$ cat src/rtl/spi_reg_pkg.sv
// Shared types for the SPI register bank: receiver FSM states and frame width helper.
package spi_reg_pkg;

  typedef enum logic [1:0] {
    ST_IDLE,
    ST_SHIFT,
    ST_END
  } state_t;

  function automatic int frame_w(input int addr_w, input int data_w);
    return addr_w + data_w;
  endfunction

endpackage

$ cat src/rtl/sync_edge.sv
// Two-flop synchroniser with registered rising/falling edge strobes.
module sync_edge #(
  parameter logic RESET_VAL = 1'b0
) (
  input  logic clk,
  input  logic rst_n,
  input  logic d,
  output logic q,
  output logic rise,
  output logic fall
);

  logic meta;
  logic sync;
  logic sync_prev;

  always_ff @(posedge clk or negedge rst_n) begin
    if (!rst_n) begin
      meta      <= RESET_VAL;
      sync      <= RESET_VAL;
      sync_prev <= RESET_VAL;
      rise      <= 1'b0;
      fall      <= 1'b0;
    end else begin
      meta      <= d;
      sync      <= meta;
      sync_prev <= sync;
      rise      <= sync & ~sync_prev;
      fall      <= ~sync & sync_prev;
    end
  end

  assign q = sync;

endmodule

$ cat src/rtl/spi_reg_bank.sv
// SPI-write register bank: frames land in shadow registers and are copied
// to the live image on an unlocked commit.
module spi_reg_bank
  import spi_reg_pkg::*;
#(
  parameter int NUM_REGS = 12,
  parameter int ADDR_W   = 4,
  parameter int DATA_W   = 8,
  parameter logic [NUM_REGS*DATA_W-1:0] RESET_VALUE = '0
) (
  input  logic                       i_clk,
  input  logic                       i_reset_n,
  input  logic                       i_sclk,
  input  logic                       i_mosi,
  input  logic                       i_csb,
  input  logic                       i_commit,
  input  logic                       i_lock,
  output logic [NUM_REGS*DATA_W-1:0] o_regs,
  output logic [NUM_REGS-1:0]        o_pending,
  output logic                       o_frame_ok,
  output logic                       o_frame_err
);

  localparam int FRAME_W = frame_w(ADDR_W, DATA_W);
  localparam int CNT_W   = $clog2(FRAME_W + 2);
  localparam logic [CNT_W-1:0] CNT_FULL = CNT_W'(FRAME_W);
  localparam logic [CNT_W-1:0] CNT_SAT  = CNT_W'(FRAME_W + 1);

  logic sclk_rise, sclk_level_unused, sclk_fall_unused;
  logic mosi_level, mosi_rise_unused, mosi_fall_unused;
  logic csb_level, csb_rise, csb_fall;

  sync_edge #(.RESET_VAL(1'b0)) u_sync_sclk (
    .clk(i_clk), .rst_n(i_reset_n), .d(i_sclk),
    .q(sclk_level_unused), .rise(sclk_rise), .fall(sclk_fall_unused)
  );

  sync_edge #(.RESET_VAL(1'b0)) u_sync_mosi (
    .clk(i_clk), .rst_n(i_reset_n), .d(i_mosi),
    .q(mosi_level), .rise(mosi_rise_unused), .fall(mosi_fall_unused)
  );

  sync_edge #(.RESET_VAL(1'b1)) u_sync_csb (
    .clk(i_clk), .rst_n(i_reset_n), .d(i_csb),
    .q(csb_level), .rise(csb_rise), .fall(csb_fall)
  );

  state_t                     state;
  logic [CNT_W-1:0]           bit_cnt;
  logic [FRAME_W-1:0]         shift_q;
  logic [NUM_REGS*DATA_W-1:0] live_q;
  logic [NUM_REGS*DATA_W-1:0] shadow_q;
  logic [NUM_REGS-1:0]        pending_q;
  logic                       frame_ok_q;
  logic                       frame_err_q;

  logic [ADDR_W-1:0] frame_addr;
  logic [DATA_W-1:0] frame_data;
  logic              frame_good;
  logic              wr_en;
  logic              do_commit;

  assign frame_addr = shift_q[FRAME_W-1 -: ADDR_W];
  assign frame_data = shift_q[DATA_W-1:0];
  assign frame_good = (bit_cnt == CNT_FULL) && (int'(frame_addr) < NUM_REGS);
  assign wr_en      = (state == ST_END) && frame_good;
  assign do_commit  = i_commit && !i_lock;

  always_ff @(posedge i_clk or negedge i_reset_n) begin
    if (!i_reset_n) begin
      state       <= ST_IDLE;
      bit_cnt     <= '0;
      shift_q     <= '0;
      live_q      <= RESET_VALUE;
      shadow_q    <= RESET_VALUE;
      pending_q   <= '0;
      frame_ok_q  <= 1'b0;
      frame_err_q <= 1'b0;
    end else begin
      frame_ok_q  <= 1'b0;
      frame_err_q <= 1'b0;

      case (state)
        ST_IDLE: begin
          if (csb_fall) begin
            bit_cnt <= '0;
            shift_q <= '0;
            state   <= ST_SHIFT;
          end
        end
        ST_SHIFT: begin
          if (csb_fall) begin
            bit_cnt <= '0;
            shift_q <= '0;
          end else if (sclk_rise && !csb_level) begin
            shift_q <= {shift_q[FRAME_W-2:0], mosi_level};
            if (bit_cnt != CNT_SAT) bit_cnt <= bit_cnt + 1'b1;
          end
          if (csb_rise) state <= ST_END;
        end
        ST_END: begin
          frame_ok_q  <= frame_good;
          frame_err_q <= !frame_good;
          state       <= ST_IDLE;
        end
        default: state <= ST_IDLE;
      endcase

      // A register written this cycle stays pending with its new data and skips the commit.
      for (int k = 0; k < NUM_REGS; k++) begin
        if (wr_en && (frame_addr == ADDR_W'(k))) begin
          shadow_q[k*DATA_W +: DATA_W] <= frame_data;
          pending_q[k]                 <= 1'b1;
        end else if (do_commit && pending_q[k]) begin
          live_q[k*DATA_W +: DATA_W] <= shadow_q[k*DATA_W +: DATA_W];
          pending_q[k]               <= 1'b0;
        end
      end
    end
  end

  assign o_regs      = live_q;
  assign o_pending   = pending_q;
  assign o_frame_ok  = frame_ok_q;
  assign o_frame_err = frame_err_q;

endmodule
$ cat config.mk
export PLATFORM = sky130hd
export DESIGN_NAME = spi_reg_bank
export DESIGN_NICKNAME = d
export VERILOG_FILES = /design/src/rtl/spi_reg_pkg.sv /design/src/rtl/sync_edge.sv /design/src/rtl/spi_reg_bank.sv
export SDC_FILE = /design/constraint.sdc
export NUM_CORES = 1
export LEC_CHECK = 0
export ABC_AREA = 1
export BUFFER_PORTS_ARGS = -buffer_cell sky130_fd_sc_hd__buf_2
export CORE_ASPECT_RATIO = 0.8
export CORE_MARGIN = 4
export CORE_UTILIZATION = 55
export CTS_BUF_LIST = sky130_fd_sc_hd__clkbuf_4
export DETAILED_ROUTE_END_ITERATION = 8
export GPL_TIMING_DRIVEN = 0
export PLACE_DENSITY = 0.78
export SLEW_MARGIN = 20
export SYNTH_ARGS = -nofsm -noshare
export SYNTH_HDL_FRONTEND = slang
export SYNTH_HIERARCHICAL = 1
export SYNTH_SLANG_ARGS = --single-unit
$ cat constraint.sdc
create_clock -name i_clk -period 2.6 [get_ports i_clk]
set_input_delay 0.13 -clock i_clk [delete_from_list [all_inputs] [get_ports i_clk]]
set_output_delay 0.13 -clock i_clk [all_outputs]
set_load 0.02 [all_outputs]
==> flow_metrics.py, run 1 <==
metrics = {
    "outcome": {
        "status": "finished clean",
    },
    "drt": {
        "vias": 7146,
        "via_per_inst": 5.22,
        "finalWirelength_mm": 20.9,
        "drc": 0,
        "wl_per_cell_um": 15.2,
        "firstDrtPassIters": 5,
        "ant_nets": 0,
        "drt_iter0_drc": 439,
    },
    "cells_and_area": {
        "stdcell_count": 1370,
        "syn_to_final_growth_pct": 18.2,
        "fill_cells": 1345,
        "antennaDiodeCount": 0,
        "fin_nets": 1128,
        "multiInputGateArea_mm2": 0.00288,
        "drive_above_1_share_pct": 24.6,
        "seqCellArea_mm2": 0.00588,
    },
    "global_routing": {
        "overflow": 0,
        "grt_busiest_layer": "met2",
        "grt_usage_pct": 22.6,
        "antenna_found_initial": 0,
        "grt_pass1_wl_mm": 34.6,
        "grtUsageMet1_pct": 33.1,
        "grtUsageMet2_pct": 34.1,
        "gr-usage-met3_pct": 5.63,
        "grt_max_degree": 101,
        "grt_pass1_vias": 6888,
    },
    "critical_path": {
        "worst-path-buf-inv": 3,
        "crit_required_ps": 3080,
        "reg2reg_slack_ps": 720,
        "reg2reg_to": "shadow_q[44]$_DFFE_PN0P_",
        "slowest_delay_ps": 440,
        "endpoint": "shadow_q[44]$_DFFE_PN0P_",
        "crit_chain": "inv_1 -> ha_1 -> nand3_2 -> nor2_4 -> buf_8 -> nand3_4 -> buf_6 -> nand2_1 -> o21ai_1",
        "crit_start": "bit_cnt[0]$_DFFE_PN0P_",
        "worstSetupStartpointType": "flop",
        "critPathMaxFanout": 10,
        "cp_top_family": "buffers and inverters",
        "rr_startpoint": "bit_cnt[0]$_DFFE_PN0P_",
        "ff2ff_path_depth": 9,
        "cp.depth": 9,
        "crit_arrival_ps": 2360,
        "cp_slowest_cell": "dfrtp_1",
        "path_class": "reg2reg",
        "cp-end-kind": "flop",
    },
    "floorplan": {
        "pin_count": 117,
        "die_h_um": 124,
        "core_area_mm2": 0.0165,
        "die-area_mm2": 0.0190,
        "die_w_um": 153,
        "initial_core_util_pct": 56.0,
        "fp-row-count": 42,
    },
    "cts": {
        "cts_buffers": 56,
        "root_buffer": "clkbuf_4",
        "cts_tree": "done",
        "clk_pin_slew_ps": 60,
        "clockBufferDepth": 3,
        "clock_latency_ps": 680,
        "h-tree-depth": 2,
        "clock-sinks": 235,
    },
    "timing": {
        "slew_headroom_pct": 34.6,
        "setup_viol": 0,
        "rsz0062_at_grt": "false",
        "worst_pin_slew_ps": 981,
        "period_minus_slack_ps": 1880,
        "period_share_pct": 72.2,
        "slew_violations": 0,
        "hold_viol": 0,
        "clock_skew_ps": 62.5,
        "max_freq_mhz": 533,
        "setup_tns_ps": 0,
    },
    "place": {
        "gp_congestion": 0.844,
        "numPortBuffers": 116,
        "dp.cells": 1274,
        "dp_hpwl_mm": 13.7,
    },
    "yosys": {
        "syn_nets": 946,
        "syn_area_mm2": 0.00924,
        "yosys_warnings": 6,
        "syn_inst": 936,
        "syn_avg_cell_area_um2": 9.87,
    },
    "power_and_ir_drop": {
        "p_per_area_mw_per_mm2": 633,
        "p_total_mw": 6.91,
        "ir_drop_v": 0.000388,
        "p_leak_nw": 5.75,
    },
    "flow_run": {
        "cap_viol_max_count": 0,
    },
    "worst_hold_path": {
        "hp-class": "in2reg",
    },
}
metrics by stage:
step	cell area, um^2	setup WS [ps]	util (%)	hold WS, ps
after floorplan	9240	1020	-	-166
after global placement	10100	-2590	61.2	237
after detailed placement	10200	695	61.6	35.3
after CTS	10900	721	66.2	79.4
after global routing	10900	620	66.2	105
final	10900	722	66.2	142
cell type report:
cell class,count,area share [%]
multi-input combinational,619,26.4
tap,220,2.52
buffer,40,2.93
inverter,42,1.44
clock inverter,12,0.951
timing repair buffer,124,6.55
clock buffer,78,5.36
sequential,235,53.9
sequential cells by signal, indices dropped and copies added (netlist names), 2 cells and up:
| name | count |
|---|---|
| o_regs | 96 |
| shadow_q | 96 |
| o_pending | 12 |
| shift_q | 12 |
| bit_cnt | 4 |
| state | 2 |
cell usage in the layout (no fill, tap or decap), types with 3 or more instances in the layout:
master         instances
buf_2                122
buf_6                 20
clkbuf_1              12
clkbuf_4              78
clkinv_1              10
dfrtp_1              232
dfstp_2                3
dlygate4sd3_1          5
ha_1                   3
inv_1                 23
inv_2                 17
nand2_1              318
nand2_2                9
nand3_1              113
nand3_2                4
nand3_4                9
nor2_1                23
nor2_2                 8
nor2_4                 4
o21ai_1              120
worst min path at each step:
stage / startpoint / cells after the start / slack [ps] / to
floorplan: i_reset_n / 0 / -170 / bit_cnt[0]$_DFFE_PN0P_
global placement: i_csb / 1 / 240 / u_sync_csb/meta$_DFF_PN1_
detailed placement: i_reset_n / 1 / 40 / o_regs[8]$_DFFE_PN0P_
CTS: i_sclk / 2 / 80 / u_sync_sclk/meta$_DFF_PN0_
global route: i_csb / 2 / 110 / u_sync_csb/meta$_DFF_PN1_
finish: i_csb / 2 / 140 / u_sync_csb/meta$_DFF_PN1_
where the power goes:
part           switching, mW  internal [mW]  leakage [nW]
Clock                   1.38           1.57         0.408
Sequential            0.0281           3.68          3.26
Combinational          0.191         0.0591          2.09
metal layers:
layer | up-vias | wire (um)
met3 | 36 | 1570
met5 | - | 0
met4 | 0 | 325
li1 | 3448 | -
met2 | 226 | 9290
met1 | 3436 | 9680
repair_timing:
action	4_1_cts	5_1_grt
endpoints found under the setup margin	0	0
hold endpoints to repair	235	0
hold buffers	6	0
gates resized for setup	0	0
buffers inserted	0	0
(Power assumes the default switching activity.)
==> run 2, diff against run 1 <==
==> constraint.sdc (replaced) <==
create_clock -name i_clk -period 1.9 [get_ports i_clk]
set_input_delay 0.095 -clock i_clk [delete_from_list [all_inputs] [get_ports i_clk]]
set_output_delay 0.095 -clock i_clk [all_outputs]
set_load 0.02 [all_outputs]
==> run 2 against run 1 <==
  * Worst hold slack lost 36 ps
  * Fmax grew 3.9%
  * Sequential share of layout area shrank 0.70 points
  * Sequential cell count is the same
  * Routed wire length grew 1.0%
  * Final cell count grew 1.0%
  * Global-route usage is the same
  * Utilization grew 0.89 points
  * Die area is the same
  * Combinational power grew 42%
  * Critical path type unchanged
==> flow_metrics.py, run 2 (same netlist as run 1, synthesis figures left out) <==
metrics = {
    "global_routing": {
        "grt_pass1_vias": 6888,
        "grtUsageMet2_pct": 34.1,
        "grt_usage_pct": 22.6,
        "grtUsageMet1_pct": 33.1,
        "grt_busiest_layer": "met2",
        "grt_pass1_wl_mm": 34.6,
        "gr-usage-met3_pct": 5.63,
        "overflow": 0,
        "grt_max_degree": 101,
        "antenna_found_initial": 0,
    },
    "power_and_ir_drop": {
        "p_leak_nw": 5.83,
        "ir_drop_v": 0.000530,
        "p_per_area_mw_per_mm2": 856,
    },
    "drt": {
        "wl_per_cell_um": 15.2,
        "drc": 0,
        "drt_iter0_drc": 400,
        "ant_nets": 0,
        "via_per_inst": 5.19,
        "finalWirelength_mm": 21.1,
        "vias": 7179,
        "firstDrtPassIters": 7,
    },
    "critical_path": {
        "ff2ff_path_depth": 8,
        "rr_startpoint": "bit_cnt[0]$_DFFE_PN0P_",
        "crit_top_cell": "nand3_2",
        "reg2reg_slack_ps": 90,
        "cp_top_family": "simple AND/OR/NAND/NOR gates",
        "crit_chain": "inv_1 -> ha_1 -> nand3_2 -> nor2_4 -> nand3_2 -> clkbuf_2 -> nand2_1 -> o21ai_1",
        "cp_slowest_cell": "dfrtp_2",
        "path_class": "reg2reg",
        "slowest_delay_ps": 410,
        "critPathMaxFanout": 10,
        "worstSetupStartpointType": "flop",
        "crit_required_ps": 2430,
        "crit_arrival_ps": 2340,
        "reg2reg_to": "shadow_q[92]$_DFFE_PN0P_",
        "cp-end-kind": "flop",
        "worst-path-buf-inv": 2,
    },
    "place": {
        "numPortBuffers": 116,
        "dp_hpwl_mm": 13.7,
        "gp_congestion": 0.844,
        "preCtsSetupSlack_ps": 29.8,
        "dp.cells": 1274,
    },
    "worst_hold_path": {
        "hold-path-endpoint": "u_sync_csb/meta$_DFF_PN1_",
        "hold_path_depth": 2,
        "hp-class": "in2reg",
        "hp-start": "i_csb",
    },
    "cells_and_area": {
        "fin_nets": 1142,
        "syn_to_final_growth_pct": 19.8,
        "stdcell_count": 1384,
        "final_common_cell": "nand2_1",
        "drive_above_1_share_pct": 25.9,
        "antennaDiodeCount": 0,
        "final_cell_mix": "317 x nand2_1, 231 x dfrtp_1, 124 x buf_2, 120 x o21ai_1, 113 x nand3_1",
    },
    "floorplan": {
        "core_area_mm2": 0.0165,
        "fp-row-count": 42,
        "die_w_um": 153,
        "pin_count": 117,
        "die-area_mm2": 0.0190,
        "die_h_um": 124,
        "initial_core_util_pct": 56.0,
    },
    "timing": {
        "max_freq_mhz": 553,
        "period_share_pct": 95.1,
        "hold_viol": 0,
        "slew_violations": 0,
        "setup_viol": 0,
        "slew_headroom_pct": 32.1,
        "rsz0062_at_grt": "true",
        "period_minus_slack_ps": 1810,
        "worst_pin_slew_ps": 1020,
        "clock_skew_ps": 65.8,
        "setup_slack_ps": 92.3,
        "setup_tns_ps": 0,
    },
    "outcome": {
        "status": "finished clean",
    },
    "cts": {
        "h-tree-depth": 2,
        "root_buffer": "clkbuf_4",
        "clock-sinks": 235,
        "cts_buffers": 56,
        "cts_tree": "done",
        "clockBufferDepth": 3,
        "clock_latency_ps": 680,
        "clk_pin_slew_ps": 60,
    },
    "flow_run": {
        "cap_viol_max_count": 0,
    },
}
==> run 2: cell types whose count changed in the layout (fill, tap and decap cells not counted), moves of 2 or more <==
cell | previous run | this run
buf_2 | 122 | 124
buf_12 | 1 | 3
clkbuf_1 | 12 | 10
buf_4 | 0 | 10
clkbuf_2 | 0 | 2
==> run 2: what timing repair did <==
action / in CTS / in global routing
hold endpoints to repair: 235 / 0
hold buffers: 6 / 0
gates resized for setup: 0 / 8
setup buffers: 0 / 11
endpoints found under the setup margin: 0 / 86
==> run 2: cell type report <==
cell class | instances | area (um^2)
flip-flops and latches | 235 | 5890
fillers | 1326 | 5430
multi-input cells | 619 | 2890
repair buffers | 138 | 846
clock buffers | 78 | 586
plain buffers | 40 | 328
well taps | 220 | 275
inverters | 42 | 158
clock inverters | 12 | 104
==> run 2: how the worst max path moves through the flow <==
| stage | start | endpoint | slack (ps) | cells after the start |
|---|---|---|---|---|
| floorplan | bit_cnt[0]$_DFFE_PN0P_ | shadow_q[19]$_DFFE_PN0P_ | 320 | 9 |
| global placement | i_reset_n | o_regs[44]$_DFFE_PN0P_ | -3260 | 1 |
| detailed placement | i_lock | o_pending[1]$_DFFE_PN0P_ | 30 | 7 |
| CTS | bit_cnt[0]$_DFFE_PN0P_ | shadow_q[44]$_DFFE_PN0P_ | 20 | 9 |
| global route | bit_cnt[1]$_DFFE_PN0P_ | o_regs[94]$_DFFE_PN0P_ | -9 | 8 |
| finish | bit_cnt[0]$_DFFE_PN0P_ | shadow_q[92]$_DFFE_PN0P_ | 90 | 8 |
==> run 2: report_power, final <==
part | internal, mW | switching [mW] | total [mW] | leakage, nW
registers | 5.04 | 0.0331 | 5.08 | 3.25
clock network | 2.14 | 1.90 | 4.04 | 0.408
logic | 0.0884 | 0.268 | 0.356 | 2.16
==> run 2: routing by layer <==
metal  vias up  routed length (um)
li1       3479                   -
met1      3441                9730
met2       232                9500
met3        27                1580
met4         0                 261
met5         -                   0
==> run 2: through the flow <==
step	hold slack, ps	instance area (um^2)	util, %	total power, mW
2_1_floorplan	-201	9240	-	5.32
3_3_place_gp	202	10100	61.2	5.48
3_5_place_dp	0.279	10200	61.6	5.51
4_1_cts	44.4	10900	66.2	9.57
5_1_grt	70.1	11100	67.1	9.88
6_report	107	11100	67.1	9.48
==> run 2: worst register-to-register path: stages, from the launching register on <==
cell,delay (ps)
dfrtp_2,410
inv_1,90
ha_1,180
nand3_2,100
nor2_4,230
nand3_2,240
clkbuf_2,260
nand2_1,100
o21ai_1,70
